[config.mk]
export PLATFORM = sky130hd
export DESIGN_NAME = uart_cmd_master
export DESIGN_NICKNAME = d
export VERILOG_FILES = /design/src/rtl/uart_cmd_master.sv
export SDC_FILE = /design/constraint.sdc
export NUM_CORES = 1
export LEC_CHECK = 0
export CAP_MARGIN = 20
export CORE_MARGIN = 10
export CORE_UTILIZATION = 51
export DETAILED_ROUTE_END_ITERATION = 12
export PLACE_DENSITY_LB_ADDON = 0.2
export SLEW_MARGIN = 30
export SYNTH_ARGS = -nofsm -noshare
export SYNTH_HDL_FRONTEND = slang
export SYNTH_SLANG_ARGS = --single-unit
[constraint.sdc]
create_clock -name clk_i -period 6.1 [get_ports clk_i]
set_input_delay 1.22 -clock clk_i [delete_from_list [all_inputs] [get_ports clk_i]]
set_output_delay 1.22 -clock clk_i [all_outputs]
set_load 0.05 [all_outputs]
[src/rtl/uart_cmd_master.sv]
`default_nettype none
// ============================================================================
// Module   : uart_cmd_master
// Brief    : Host-side command initiator; frames one command into UART TX bytes
//            and collects the 1- or 2-byte response, or reports a timeout.
// Revision : 1.0
// ============================================================================
module uart_cmd_master #(
    parameter int WIDTH   = 8,
    parameter int ADDR    = 4,
    parameter int TIMEOUT = 1023
) (
    input  logic               clk_i,
    input  logic               rst_ni,
    input  logic               cmd_valid_i,
    output logic               cmd_ready_o,
    input  logic [1:0]         cmd_type_i,
    input  logic [ADDR-1:0]    cmd_addr_i,
    input  logic [WIDTH-1:0]   cmd_data_i,
    input  logic [WIDTH-1:0]   cmd_opb_i,
    input  logic [3:0]         cmd_fun_i,
    output logic [WIDTH-1:0]   tx_data_o,
    output logic               tx_valid_o,
    input  logic               tx_ready_i,
    input  logic [WIDTH-1:0]   rx_data_i,
    input  logic               rx_valid_i,
    output logic [2*WIDTH-1:0] rsp_data_o,
    output logic               rsp_valid_o,
    output logic               rsp_timeout_o,
    output logic               busy_o
);

    localparam int TW = $clog2(TIMEOUT + 1);

    localparam logic [7:0] HDR_WR   = 8'hAA;
    localparam logic [7:0] HDR_RD   = 8'hBB;
    localparam logic [7:0] HDR_ALU2 = 8'hCC;
    localparam logic [7:0] HDR_ALU0 = 8'hDD;

    localparam logic [1:0] T_WRITE = 2'b00;
    localparam logic [1:0] T_READ  = 2'b01;
    localparam logic [1:0] T_ALU2  = 2'b10;

    typedef enum logic [1:0] {
        S_IDLE     = 2'd0,
        S_SEND     = 2'd1,
        S_WAIT_RSP = 2'd2,
        S_DONE     = 2'd3
    } state_t;

    state_t             state_q, state_d;
    logic [1:0]         type_q, type_d;
    logic [ADDR-1:0]    addr_q, addr_d;
    logic [WIDTH-1:0]   data_q, data_d;
    logic [WIDTH-1:0]   opb_q, opb_d;
    logic [3:0]         fun_q, fun_d;
    logic [1:0]         idx_q, idx_d;
    logic [1:0]         rcount_q, rcount_d;
    logic [TW-1:0]      tmo_q, tmo_d;
    logic [WIDTH-1:0]   tx_data_q, tx_data_d;
    logic               tx_valid_q, tx_valid_d;
    logic [2*WIDTH-1:0] rsp_data_q, rsp_data_d;
    logic               rsp_valid_q, rsp_valid_d;
    logic               rsp_timeout_q, rsp_timeout_d;

    logic               tx_fire;
    logic [1:0]         idx_inc;
    logic [1:0]         rcount_inc;
    logic [TW-1:0]      tmo_inc;

    // Frame byte at position idx for a command; address and FUN zero-extended.
    function automatic logic [WIDTH-1:0] frame_byte(
        input logic [1:0]       typ,
        input logic [ADDR-1:0]  addr,
        input logic [WIDTH-1:0] opa,
        input logic [WIDTH-1:0] opb,
        input logic [3:0]       fun,
        input logic [1:0]       idx
    );
        logic [WIDTH-1:0] b;
        b = '0;
        case (typ)
            2'b00: begin
                case (idx)
                    2'd0:    b = WIDTH'(HDR_WR);
                    2'd1:    b = WIDTH'(addr);
                    default: b = opa;
                endcase
            end
            2'b01: begin
                if (idx == 2'd0) b = WIDTH'(HDR_RD);
                else             b = WIDTH'(addr);
            end
            2'b10: begin
                case (idx)
                    2'd0:    b = WIDTH'(HDR_ALU2);
                    2'd1:    b = opa;
                    2'd2:    b = opb;
                    default: b = WIDTH'(fun);
                endcase
            end
            default: begin
                if (idx == 2'd0) b = WIDTH'(HDR_ALU0);
                else             b = WIDTH'(fun);
            end
        endcase
        return b;
    endfunction

    function automatic logic [1:0] last_idx(input logic [1:0] typ);
        case (typ)
            2'b00:   return 2'd2;
            2'b10:   return 2'd3;
            default: return 2'd1;
        endcase
    endfunction

    function automatic logic [1:0] rsp_len(input logic [1:0] typ);
        return (typ == T_READ) ? 2'd1 : 2'd2;
    endfunction

    assign tx_fire    = tx_valid_q & tx_ready_i;
    assign idx_inc    = idx_q + 2'd1;
    assign rcount_inc = rcount_q + 2'd1;
    assign tmo_inc    = (tmo_q == TW'(TIMEOUT)) ? tmo_q : tmo_q + TW'(1);

    always_comb begin
        state_d       = state_q;
        type_d        = type_q;
        addr_d        = addr_q;
        data_d        = data_q;
        opb_d         = opb_q;
        fun_d         = fun_q;
        idx_d         = idx_q;
        rcount_d      = rcount_q;
        tmo_d         = tmo_q;
        tx_data_d     = tx_data_q;
        tx_valid_d    = tx_valid_q;
        rsp_data_d    = rsp_data_q;
        rsp_valid_d   = 1'b0;
        rsp_timeout_d = 1'b0;

        case (state_q)
            S_IDLE: begin
                if (cmd_valid_i) begin
                    type_d     = cmd_type_i;
                    addr_d     = cmd_addr_i;
                    data_d     = cmd_data_i;
                    opb_d      = cmd_opb_i;
                    fun_d      = cmd_fun_i;
                    idx_d      = 2'd0;
                    rcount_d   = 2'd0;
                    tmo_d      = '0;
                    rsp_data_d = '0;
                    tx_valid_d = 1'b1;
                    tx_data_d  = frame_byte(cmd_type_i, cmd_addr_i, cmd_data_i,
                                            cmd_opb_i, cmd_fun_i, 2'd0);
                    state_d    = S_SEND;
                end
            end

            S_SEND: begin
                if (tx_fire) begin
                    if (idx_q == last_idx(type_q)) begin
                        tx_valid_d = 1'b0;
                        tx_data_d  = '0;
                        if (type_q == T_WRITE) begin
                            state_d     = S_DONE;
                            rsp_valid_d = 1'b1;
                        end else begin
                            state_d = S_WAIT_RSP;
                            tmo_d   = '0;
                        end
                    end else begin
                        idx_d     = idx_inc;
                        tx_data_d = frame_byte(type_q, addr_q, data_q, opb_q,
                                               fun_q, idx_inc);
                    end
                end
            end

            S_WAIT_RSP: begin
                // A byte arriving on the would-be timeout cycle wins.
                if (rx_valid_i) begin
                    if (rcount_q[0]) rsp_data_d[2*WIDTH-1:WIDTH] = rx_data_i;
                    else             rsp_data_d[WIDTH-1:0]       = rx_data_i;
                    rcount_d = rcount_inc;
                    tmo_d    = '0;
                    if (rcount_inc == rsp_len(type_q)) begin
                        state_d     = S_DONE;
                        rsp_valid_d = 1'b1;
                    end
                end else begin
                    tmo_d = tmo_inc;
                    if (tmo_inc == TW'(TIMEOUT)) begin
                        state_d       = S_IDLE;
                        rsp_timeout_d = 1'b1;
                    end
                end
            end

            default: begin
                state_d = S_IDLE;
            end
        endcase
    end

    always_ff @(posedge clk_i or negedge rst_ni) begin
        if (!rst_ni) begin
            state_q       <= S_IDLE;
            type_q        <= '0;
            addr_q        <= '0;
            data_q        <= '0;
            opb_q         <= '0;
            fun_q         <= '0;
            idx_q         <= '0;
            rcount_q      <= '0;
            tmo_q         <= '0;
            tx_data_q     <= '0;
            tx_valid_q    <= 1'b0;
            rsp_data_q    <= '0;
            rsp_valid_q   <= 1'b0;
            rsp_timeout_q <= 1'b0;
        end else begin
            state_q       <= state_d;
            type_q        <= type_d;
            addr_q        <= addr_d;
            data_q        <= data_d;
            opb_q         <= opb_d;
            fun_q         <= fun_d;
            idx_q         <= idx_d;
            rcount_q      <= rcount_d;
            tmo_q         <= tmo_d;
            tx_data_q     <= tx_data_d;
            tx_valid_q    <= tx_valid_d;
            rsp_data_q    <= rsp_data_d;
            rsp_valid_q   <= rsp_valid_d;
            rsp_timeout_q <= rsp_timeout_d;
        end
    end

    assign cmd_ready_o   = (state_q == S_IDLE);
    assign busy_o        = (state_q != S_IDLE);
    assign tx_data_o     = tx_data_q;
    assign tx_valid_o    = tx_valid_q;
    assign rsp_data_o    = rsp_data_q;
    assign rsp_valid_o   = rsp_valid_q;
    assign rsp_timeout_o = rsp_timeout_q;

endmodule
`default_nettype wire

==> results.ini <==
[pwr]
power_density_nw_per_um2 = 555
net-switching-power_mw = 1.29
power_mw = 2.73
share_comb_of_total_power = 0.544
p_int_mw = 1.45
power_frac_seq = 0.300
pwr-share-clk = 0.156
swShare = 0.470
peakVddDrop_uv = 278
p_leak_nw = 2.01

[synthesis]
synth.distinct_cells = 68
synth-edff-count = 0
yosysWarningCount = 0
ys_seq_area_frac = 0.430
ys_seq_elements = 69
syn_inst = 423
synth.avg_cell_area_um2 = 9.49
netlist_area_um2 = 4010
synth_nets = 472
ys.flop_type = dfrtp_1
ys_async_sr_fraction = 1.00

[layout]
utilization = 0.641
nets = 527
layout_common_cells = dfrtp_1 (69), clkdlybuf4s50_1 (66), nand2_1 (53)
antenna_cells = 0
area_growth_pct = 22.8
mostFrequentLayoutCell = dfrtp_1
fin_area_um2 = 4930
drive_gt1_frac = 0.141
finalNonFillerCells = 585

[floorplan]
die_y_um = 109
coreArea_um2 = 7690
start_util = 0.522
die_w_um = 109
dieArea_um2 = 11800
rows = 32
ioPinCount = 68

[timing]
slew-limit-headroom = 0.431
finalClockSkew_ps = 9.98
tns_ps = 0
worstMarginPinSlew_ps = 853
timing.fmax_ghz = 0.288
hold_viol = 0
maxSlewViolCount = 0
rsz0062_at_grt = false
post-route-min-period_ps = 3470
period_share = 0.569
setup_viol = 0

[critical_path]
crit_arrival_ps = 2250
r2r_start = state_q[0]
r2r_slack_ps = 3280
critPathLaunchType = flip-flop
startpoint = state_q[0]
critPathMaxFanout = 7
endpoint_kind = primary output
cpPeakStageDelay_ps = 830
cp_common_cell = inv_1
crit_type = flip-flop to primary output
cpMaxStageDelayCell = clkdlybuf4s50_1
cp.required_ps = 4880
path_cells = inv_1 -> ha_1 -> inv_1 -> clkdlybuf4s50_1

[clock_network]
cts_max_path_buffers = 2
cts.clk_slew.worst_paths_ps = 80
post_cts_resized = 0
clock_sinks = 69
hold_buffers = 0
root_buffer = clkbuf_8
postCtsSetupBuffers = 0
cts_made_buffers = 9
h-tree-depth = 3
clkLatencyLatePin_ps = 360
cts_tree = yes

[route]
ant_nets = 0
wl_mm = 9.86
drc = 0
drt-initial-drc-count = 220
vias = 3383
first_pass_iters = 5
vias_per_cell = 5.78
wl_per_cell_um = 16.9

[place]
placed_cell_area_um2 = 4670
port_buffers = 67
place_hpwl_mm = 6.94
globalplace.congestion = 0.965
dp_cells = 568

[global_routing]
grt_pass1_wl_mm = 16.7
antenna_found_initial = 0
gr-usage-met2 = 0.290
grt-busiest-layer = met2
grt_pass1_vias = 3345
grt.met1_usage = 0.210
use_met3 = 0.0472
grt_max_degree = 70
grt-ovfl-total = 0
gr-usage-all-layers = 0.173

[flow_run]
max-cap-violations = 0

[worst_hold_path]
hp-class = flip-flop to flip-flop
hold_start = tx_data_o[6]

[outcome]
status = complete, no violations

-- critical path, delay by kind of cell, from the launching register on --
family | cells | cell delay, ps
buf+inv | 3 | 1120
flops | 1 | 470
fa+ha+maj | 1 | 320
-- per-layer routing --
metal  share of wire  wire (um)
met3           0.052        511
met5               0          0
met1            0.42       4180
met4           0.012        121
met2            0.51       5050
-- cell usage after synthesis, drive strengths merged, types with 3 or more instances --
master,number,area share
nand2b,5,0.0078
nand3,15,0.019
nor3,9,0.017
a211oi,4,0.0075
dfrtp,69,0.43
clkbuf,15,0.017
xnor2,3,0.0065
ha,10,0.031
o311ai,3,0.0084
nand4,5,0.0094
nor2b,5,0.0078
nor2,18,0.017
inv,24,0.022
mux2,29,0.081
a22o,4,0.0090
a21boi,3,0.0056
buf,10,0.020
a22oi,5,0.0094
o21ai,45,0.059
a21oi,31,0.041
nand2,55,0.052
a31oi,3,0.0047
o31ai,5,0.0094
-- power by group through the flow --
| stage | clock [mW] | sequential, mW | combinational [mW] |
|---|---|---|---|
| 2_1_floorplan | 0 | 1.03 | 0.864 |
| 3_3_place_gp | 0 | 0.823 | 1.44 |
| 3_5_place_dp | 0 | 0.823 | 1.47 |
| 4_1_cts | 0.431 | 0.818 | 1.48 |
| 5_1_grt | 0.454 | 0.852 | 1.61 |
| 6_report | 0.426 | 0.820 | 1.49 |
-- flip-flops by register name (all words and copies together), names as in the netlist --
register       count
opb_q              8
addr_q             4
rsp_timeout_o      1
tx_data_o          8
fun_q              4
rsp_valid_o        1
type_q             2
rcount_q           2
tx_valid_o         1
idx_q              2
rsp_data_o        16
data_q             8
tmo_q             10
state_q            2
-- cells by family after synthesis --
family | count (synthesis) | share of synthesized area
flops | 69 | 0.430
buf+inv | 49 | 0.0598
fa+ha+maj | 10 | 0.0312
mux | 31 | 0.0863
simple gates | 127 | 0.161
xor+xnor | 3 | 0.00655
compound gates | 134 | 0.225
-- path summary, 6_finish.rpt --
kind | end | depth (start not counted)
max | busy_o | 4
min | tx_data_o[6] | 2
max reg2reg | state_q[0] | 7
min reg2reg | tx_data_o[6] | 2
max in group asynchronous | state_q[1] | 3
min in group asynchronous | data_q[7] | 2
-- area by class of cell --
class,instances,area [um2]
Clock inverter,5,83.8
Inverter,24,90.1
Fill cell,641,2760
Clock buffer,11,141
Multi-Input combinational cell,305,2060
Timing Repair Buffer,69,701
Tap cell,102,128
Sequential cell,69,1730
-- stage by stage --
step / hold slack, ps / setup WS (ps)
after global routing: 521 / 2520
after CTS: 489 / 2620
after detailed placement: 473 / 2580
final: 486 / 2630
after global placement: 463 / 2720
after floorplan: 480 / 3380
Note: power is estimated with default switching activity, not from simulation.
